$ cat config.mk
export PLATFORM = sky130hd
export DESIGN_NAME = ibex_rf_scrub_ctrl
export DESIGN_NICKNAME = d
export VERILOG_FILES = /design/src/rtl/ibex_rf_scrub_ctrl_pkg.sv /design/src/rtl/ibex_rf_scrub_ctrl.sv
export SDC_FILE = /design/constraint.sdc
export NUM_CORES = 1
export LEC_CHECK = 0
export ABC_AREA = 1
export BUFFER_PORTS_ARGS = -buffer_cell sky130_fd_sc_hd__buf_2
export CELL_PAD_IN_SITES_DETAIL_PLACEMENT = 1
export CELL_PAD_IN_SITES_GLOBAL_PLACEMENT = 1
export CORE_MARGIN = 2
export CORE_UTILIZATION = 25
export DETAILED_ROUTE_END_ITERATION = 16
export GPL_ROUTABILITY_DRIVEN = 0
export PLACE_DENSITY_LB_ADDON = 0.1
export SYNTH_ARGS = -nofsm -noshare
export SYNTH_HDL_FRONTEND = slang
export SYNTH_SLANG_ARGS = --single-unit
$ cat constraint.sdc
create_clock -name clk_i -period 2.31 [get_ports clk_i]
set_input_delay 0.231 -clock clk_i [delete_from_list [all_inputs] [get_ports clk_i]]
set_output_delay 0.231 -clock clk_i [all_outputs]
set_load 0.05 [all_outputs]
$ cat src/rtl/ibex_rf_scrub_ctrl_pkg.sv
// Shared definitions for the register-file scrubber.
//   scrub_state_e      : FSM state encoding (IDLE / WAIT / READ / WRITE)
//   ScrubErrCorr/Uncorr: bit positions inside the decoder's 2-bit error flag
//   scrub_next_addr()  : walk x1..last, skipping x0 on wrap
package ibex_rf_scrub_ctrl_pkg;

  typedef logic [1:0] scrub_state_e;

  localparam scrub_state_e SCRUB_IDLE  = 2'd0;
  localparam scrub_state_e SCRUB_WAIT  = 2'd1;
  localparam scrub_state_e SCRUB_READ  = 2'd2;
  localparam scrub_state_e SCRUB_WRITE = 2'd3;

  localparam int unsigned ScrubErrCorr   = 0;
  localparam int unsigned ScrubErrUncorr = 1;

  // x0 is hardwired zero and has no storage, so the walk wraps to x1.
  function automatic logic [4:0] scrub_next_addr(input logic [4:0] addr,
                                                 input logic [4:0] last);
    return (addr == last) ? 5'd1 : addr + 5'd1;
  endfunction

endpackage

$ cat src/rtl/ibex_rf_scrub_ctrl.sv
// Background scrubber for the ECC-protected register file.
// Steals idle cycles on read port B / write port A to walk x1..x(N-1), checks
// each word through the external SECDED decoder and writes corrected words back.
// Ports:
//   clk_i, rst_ni                 clock, async active-low reset
//   scrub_en_i                    scrub enable (CSR)
//   core_rd_b_i                   core owns read port B this cycle (core wins)
//   core_we_i, core_waddr_i       core write on port A this cycle
//   scrub_rd_o, scrub_raddr_o     scrubber read request on port B
//   rdata_i                       raw word (decoded externally, not used here)
//   ecc_err_i, corr_data_i        decoder result and re-encoded corrected word
//   scrub_we_o, scrub_waddr_o,
//   scrub_wdata_o                 scrubber write-back on port A
//   alert_major_o / alert_minor_o 1-cycle pulses: uncorrectable / repaired word
//   err_cnt_o                     saturating repair count
//   pass_done_o                   1-cycle pulse when the walk wraps to x1
module ibex_rf_scrub_ctrl
  import ibex_rf_scrub_ctrl_pkg::*;
#(
  parameter bit          RV32E         = 1'b0,
  parameter int unsigned DataWidth     = 39,
  parameter int unsigned ScrubInterval = 16,
  parameter int unsigned ErrCntWidth   = 8
) (
  input  logic                   clk_i,
  input  logic                   rst_ni,
  input  logic                   scrub_en_i,
  input  logic                   core_rd_b_i,
  input  logic                   core_we_i,
  input  logic [4:0]             core_waddr_i,
  output logic                   scrub_rd_o,
  output logic [4:0]             scrub_raddr_o,
  input  logic [DataWidth-1:0]   rdata_i,
  input  logic [1:0]             ecc_err_i,
  input  logic [DataWidth-1:0]   corr_data_i,
  output logic                   scrub_we_o,
  output logic [4:0]             scrub_waddr_o,
  output logic [DataWidth-1:0]   scrub_wdata_o,
  output logic                   alert_major_o,
  output logic                   alert_minor_o,
  output logic [ErrCntWidth-1:0] err_cnt_o,
  output logic                   pass_done_o
);

  localparam logic [4:0]  LastAddr = RV32E ? 5'd15 : 5'd31;
  localparam int unsigned CntW     = (ScrubInterval > 1) ? $clog2(ScrubInterval) : 1;
  localparam logic [CntW-1:0] CntLast = CntW'(ScrubInterval - 1);

  scrub_state_e          state_q;
  logic [4:0]            addr_q;
  logic [CntW-1:0]       cnt_q;
  logic [DataWidth-1:0]  wdata_q;
  logic [ErrCntWidth-1:0] err_cnt_q;
  logic                  alert_major_q, alert_minor_q, pass_done_q;

  logic                  rd_grant, wr_grant, wr_clash, at_last;
  logic [4:0]            addr_nxt;

  // The decoder consumes rdata_i directly; the port is kept so the block
  // drops into the core wiring unchanged.
  logic unused_rdata;
  assign unused_rdata = ^rdata_i;

  // Gating with scrub_en_i makes a disable take effect on the ports in the
  // same cycle, so a write pending in WRITE is dropped rather than issued.
  assign rd_grant = scrub_en_i && (state_q == SCRUB_READ)  && !core_rd_b_i;
  assign wr_grant = scrub_en_i && (state_q == SCRUB_WRITE) && !core_we_i;
  // Core is writing the very word we meant to repair: its data is newer.
  assign wr_clash = core_we_i && (core_waddr_i == addr_q);
  assign at_last  = (addr_q == LastAddr);
  assign addr_nxt = scrub_next_addr(addr_q, LastAddr);

  assign scrub_rd_o    = rd_grant;
  assign scrub_we_o    = wr_grant;
  assign scrub_raddr_o = (state_q == SCRUB_READ)  ? addr_q : 5'd0;
  assign scrub_waddr_o = (state_q == SCRUB_WRITE) ? addr_q : 5'd0;
  assign scrub_wdata_o = wdata_q;
  assign alert_major_o = alert_major_q;
  assign alert_minor_o = alert_minor_q;
  assign err_cnt_o     = err_cnt_q;
  assign pass_done_o   = pass_done_q;

  always_ff @(posedge clk_i or negedge rst_ni) begin
    if (!rst_ni) begin
      state_q       <= SCRUB_IDLE;
      addr_q        <= 5'd1;
      cnt_q         <= '0;
      wdata_q       <= '0;
      err_cnt_q     <= '0;
      alert_major_q <= 1'b0;
      alert_minor_q <= 1'b0;
      pass_done_q   <= 1'b0;
    end else begin
      alert_major_q <= 1'b0;
      alert_minor_q <= 1'b0;
      pass_done_q   <= 1'b0;
      if (!scrub_en_i) begin
        state_q <= SCRUB_IDLE;
        cnt_q   <= '0;
      end else begin
        case (state_q)
          SCRUB_IDLE: begin
            state_q <= SCRUB_WAIT;
            cnt_q   <= '0;
          end
          SCRUB_WAIT: begin
            if (cnt_q == CntLast) begin
              state_q <= SCRUB_READ;
              cnt_q   <= '0;
            end else begin
              cnt_q <= cnt_q + CntW'(1);
            end
          end
          SCRUB_READ: begin
            // Core owns port B: hold the request and retry next cycle.
            if (!core_rd_b_i) begin
              if (ecc_err_i[ScrubErrUncorr]) begin
                alert_major_q <= 1'b1;
                addr_q        <= addr_nxt;
                pass_done_q   <= at_last;
                state_q       <= SCRUB_WAIT;
              end else if (ecc_err_i[ScrubErrCorr]) begin
                wdata_q <= corr_data_i;
                state_q <= SCRUB_WRITE;
              end else begin
                addr_q      <= addr_nxt;
                pass_done_q <= at_last;
                state_q     <= SCRUB_WAIT;
              end
            end
          end
          SCRUB_WRITE: begin
            if (wr_clash) begin
              addr_q      <= addr_nxt;
              pass_done_q <= at_last;
              state_q     <= SCRUB_WAIT;
            end else if (!core_we_i) begin
              alert_minor_q <= 1'b1;
              if (err_cnt_q != '1) err_cnt_q <= err_cnt_q + ErrCntWidth'(1);
              addr_q      <= addr_nxt;
              pass_done_q <= at_last;
              state_q     <= SCRUB_WAIT;
            end
          end
          default: state_q <= SCRUB_IDLE;
        endcase
      end
    end
  end

endmodule

Yosys cells after proc, flatten, opt, wreduce, memory -nomap -nowiden
Index checks and enable logic that the tools add are counted.

Register bits: 61. Input bits: 90.

$add $sub $neg: 3. Equal/unequal tests: 14. Mux-type cells: 35. Bitwise logic cells: 4. Reduce and logical (&&, ||, !) cells: 13.

Operators with widths (number): two-way mux 5 bit (8); AND reduction 5 bit (3); two-way mux 1 bit (14); two-way mux 2 bit (7); inequality test 3 bit, second input constant (4); one-hot mux 5 bit (2 select lines) (1); adder 8 x 1 -> 8 bit, second input constant (1); two-way mux 4 bit (2); inequality test 8 bit, second input constant (1); one-hot mux 2 bit (4 select lines) (1); one-hot mux 4 bit (2 select lines) (1); adder 5 x 1 -> 5 bit, second input constant (1); == test 5 bit (1); == test 5 bit, second input constant (1); logical AND 1 bit (5); adder 4 x 1 -> 4 bit, second input constant (1); == test 2 bit, second input constant (2); == test 4 bit, second input constant (1); inequality test 4 bit, second input constant (1); inverter 1 bit (4); inequality test 3 x 1 -> 1 bit, second input constant (1); AND reduction 3 bit (1); == test 2 x 1 -> 1 bit, second input constant (1); logical NOT 1 bit (2); other kinds (4) (4).

Longest topological paths before layout
Depth in word-level cells: 6. Depth in mapped cells: 9. Gate-level depth less buffers: 9.

Least setup slack after synthesis
No wires, ideal clock.

Path kind: register to register. Start point: register state_q[0]. End point: register err_cnt_q[6], in the netlist err_cnt_o[6]. Library setup time: 142 ps. Arrival: 2082 ps. Required time: 2168 ps. Setup slack: 85 ps. Cell stages (with the launch flop): 9. Path buffers: 1. Cell sequence: dfrtp_1 ha_1 buf_2 nand2_1 nor2_1 nand2_1 inv_1 nand3_1 xnor2_1.

Word-level cells in the longest chain between the ends: 2.

Ends and longest elaborated chain: from (decl) (RTL line ibex_rf_scrub_ctrl.sv:49) `scrub_state_e state_q;`; from (signal assigned) (RTL line ibex_rf_scrub_ctrl.sv:85) `state_q <= SCRUB_IDLE;`; from (signal assigned) (RTL line ibex_rf_scrub_ctrl.sv:98) `state_q <= SCRUB_IDLE;`; from (signal assigned) (RTL line ibex_rf_scrub_ctrl.sv:103) `state_q <= SCRUB_WAIT;`; == test 2 bit (RTL line ibex_rf_scrub_ctrl.sv:101) `case (state_q)`; AND reduction 5 bit (no line); to (signal assigned) (RTL line ibex_rf_scrub_ctrl.sv:139) `if (err_cnt_q != '1) err_cnt_q <= err_cnt_q + ErrCntWidth'(1);`; to (decl) (RTL line ibex_rf_scrub_ctrl.sv:53) `logic [ErrCntWidth-1:0] err_cnt_q;`.

No other way between the ends. A chain may end at the register's enable or synchronous reset.

Final worst setup path
Start point: register state_q[0]. End point: output port scrub_rd_o.

Word-level cells in the longest chain between the ends: 3.

Ends and longest elaborated chain: == test 2 bit (RTL line ibex_rf_scrub_ctrl.sv:66) `assign rd_grant = scrub_en_i && (state_q == SCRUB_READ) && !core_rd_b_i;`; logical AND 1 bit (2 in series) (RTL line ibex_rf_scrub_ctrl.sv:66); to (decl) (RTL line ibex_rf_scrub_ctrl.sv:31) `output logic scrub_rd_o,`.

No other way between the ends.

==> run metrics <==
status=complete, no violations; post-layout util=35.6%; routed via count=2227; Remaining Overflow, GRT=0; worst setup path class=flop to primary output; actual slew at the worst max-slew pin=0.442 ns; Pins Over Slew Limit=0; post-route minimum period=1.82 ns; Iteration-0 DRC Markers=between 50 and 60; vias per inst=4.22; Max-cap violations=0; CP Data Arrival Time=1.59 ns; Boundary Pins=152; largest fanout on the critical path=4; Slowest-stage cell, CP=dfrtp_1; Critical Path RT=2.08 ns; Worst Hold Class=primary input to flop; hpwl dp=5070 um; Root Driver=clkbuf_16; Pleak=between 2 and 2.5 nW; drt wl/cell=between 10 and 15 um; Reg clk slew, reported paths=~0.060 ns; CTS resizes=0; Final period util=between 70 and 80%; max_slew headroom=70.3%; Yosys warnings=0; share of layout cells above drive strength 1=around 46%; Die Footprint=12200 sq um; ys flop type=dfrtp_1; WP buf/inv=3; worst hold slack=0.127 ns; DP Area=3580 sq um; ANT cells=0; I/O Buffers=112; clk_skew=0.00474 ns; row cnt=38; final instance area=approximately 3900 sq um; Core Region=11000 sq um; Clock H-tree levels=3; Routed WL=6990 um; CP cell instances=inv_1 > ha_1 > inv_2 > nor3_4 > buf_2; Top delay family on crit path=buffers and inverters; endpoints failing hold=0; Placed Cells=511; largest net degree at the start of global routing=62; Area growth, synth to finish=37.9%; Final Non-Filler Cells=528; Synth cell types=25; post-synthesis cell count=around 260; RSZ-0062 raised after global routing=false; PD cells=1070 nW/um^2; vias in the first global route=2263; Num CTS Buffers=9; VDD IR max=0.325 mV; crit end category=primary output; Post-synth ARST share=100%; DRT Pass-1 Iters=3; Post-synth EDFFs=0; setup ws final=just under 0.5 ns; fill count=1286; Post-Syn Area per Cell=10.8 sq um; TritonCTS clock tree=done; Syn Std Cell Area=2840 sq um; total power=4.20 mW; initial antenna violation count=0; clock buffer depth=2; Net Count, Synth=360; maximum clock rate=~550 MHz; Global Route Usage Sum=12.2%; post-synthesis sequential area ratio=between 50% and 60%; Initial Utilization=25.8%; global-route wire length before repair=11800 um; Worst Setup Slack post-DPL=0.602 ns; Synth Register Bits=61; DRC viols=0; Crit path largest cell delay=0.42 ns; setup TNS=0 ns; R2R Setup Slk=0.59 ns; Setup-failing EPs final=0; clk_lat worst skew=0.33 ns; post-route ant nets=0; Chip Height=111 um; Net count, final=about 480; chip width=111 um; Setup crit start kind=flop; Sink Count=61
==> where the power goes <==
part	switching, mW	leakage, nW	internal (mW)
sequential	0.142	0.820	1.28
combinational	0.930	1.30	0.381
clock	0.522	0.156	0.949
==> placed cells by master (no fill, tap or decap), types with 6 or more instances in the layout <==
cell and instances:
xor2_1 6, dfrtp_1 60, clkbuf_16 9, mux2_2 29, nor2_1 14, inv_1 32
o21ai_0 10, mux2_4 10, nand2_1 52, ha_1 8, buf_2 112, nand3_1 12
==> per-layer routing <==
metal | vias up | share of wire, % | global-route usage (%)
li1 | 1081 | - | -
met1 | 1056 | 49 | 16.7
met2 | 81 | 44 | 17.8
met3 | 9 | 5.1 | 3.40
met4 | 0 | 2.1 | 5.75
met5 | - | 0 | 0
==> cell families after synthesis <==
kind of cell,synth area share (%)
simple gates,13.9
flops,53.8
buf+inv,6.26
mux,16.8
compound gates,2.64
xor+xnor,3.08
fa+ha+maj,3.53
==> worst register-to-register path: cells and delay by family, from the launching register on <==
| family | cells | cell delay [ns] |
|---|---|---|
| buf+inv | 3 | 0.36 |
| fa+ha+maj | 1 | 0.20 |
| flops | 1 | 0.42 |
| simple gates | 2 | 0.27 |
| mux | 1 | 0.35 |
==> flip-flops by register name, summed over array words and instances (netlist names) <==
register	flops
alert_minor_o	1
scrub_wdata_o	39
err_cnt_o	8
pass_done_o	1
cnt_q	4
addr_q	5
alert_major_o	1
state_q	2
==> worst paths after layout <==
check | cells past startpoint | end | from
worst max-delay path | 5 | scrub_rd_o | state_q[0]
worst min-delay path | 2 | alert_minor_o | core_we_i
worst max register to register | 7 | scrub_wdata_o[15] | state_q[0]
worst min register to register | 1 | scrub_wdata_o[36] | scrub_wdata_o[36]
max in group asynchronous | 3 | addr_q[0] | rst_ni
min in group asynchronous | 3 | scrub_wdata_o[23] | rst_ni
==> what timing repair did <==
action / 4_1_cts / 5_1_grt
setup buffers: 0 / 0
hold endpoints to repair: 60 / 0
hold buffers: 1 / 0
==> layout make-up <==
class	instances	area (sq um)	area share, %
Clock buffer	9	225	5.75
Multi-Input combinational cell	160	1130	29.0
Tap cell	140	175	4.48
Timing Repair Buffer	117	626	16.0
Inverter	34	128	3.26
Sequential cell	61	1530	39.0
Clock inverter	7	98.8	2.53
==> cell usage after synthesis, drive strengths merged, types with 2 or more instances <==
cell type	instances	share of area, %
dfrtp	60	53
nand2	53	7.1
mux2	39	17
inv	34	4.5
nor2	14	1.9
nand3	13	2.5
o21ai	10	1.8
ha	8	3.5
buf	7	1.8
xor2	6	1.9
nand4	4	0.88
xnor2	4	1.2
nor3	3	0.93
a32o	2	0.71
or2	2	0.44
Note: power is estimated with default switching activity, not from simulation.
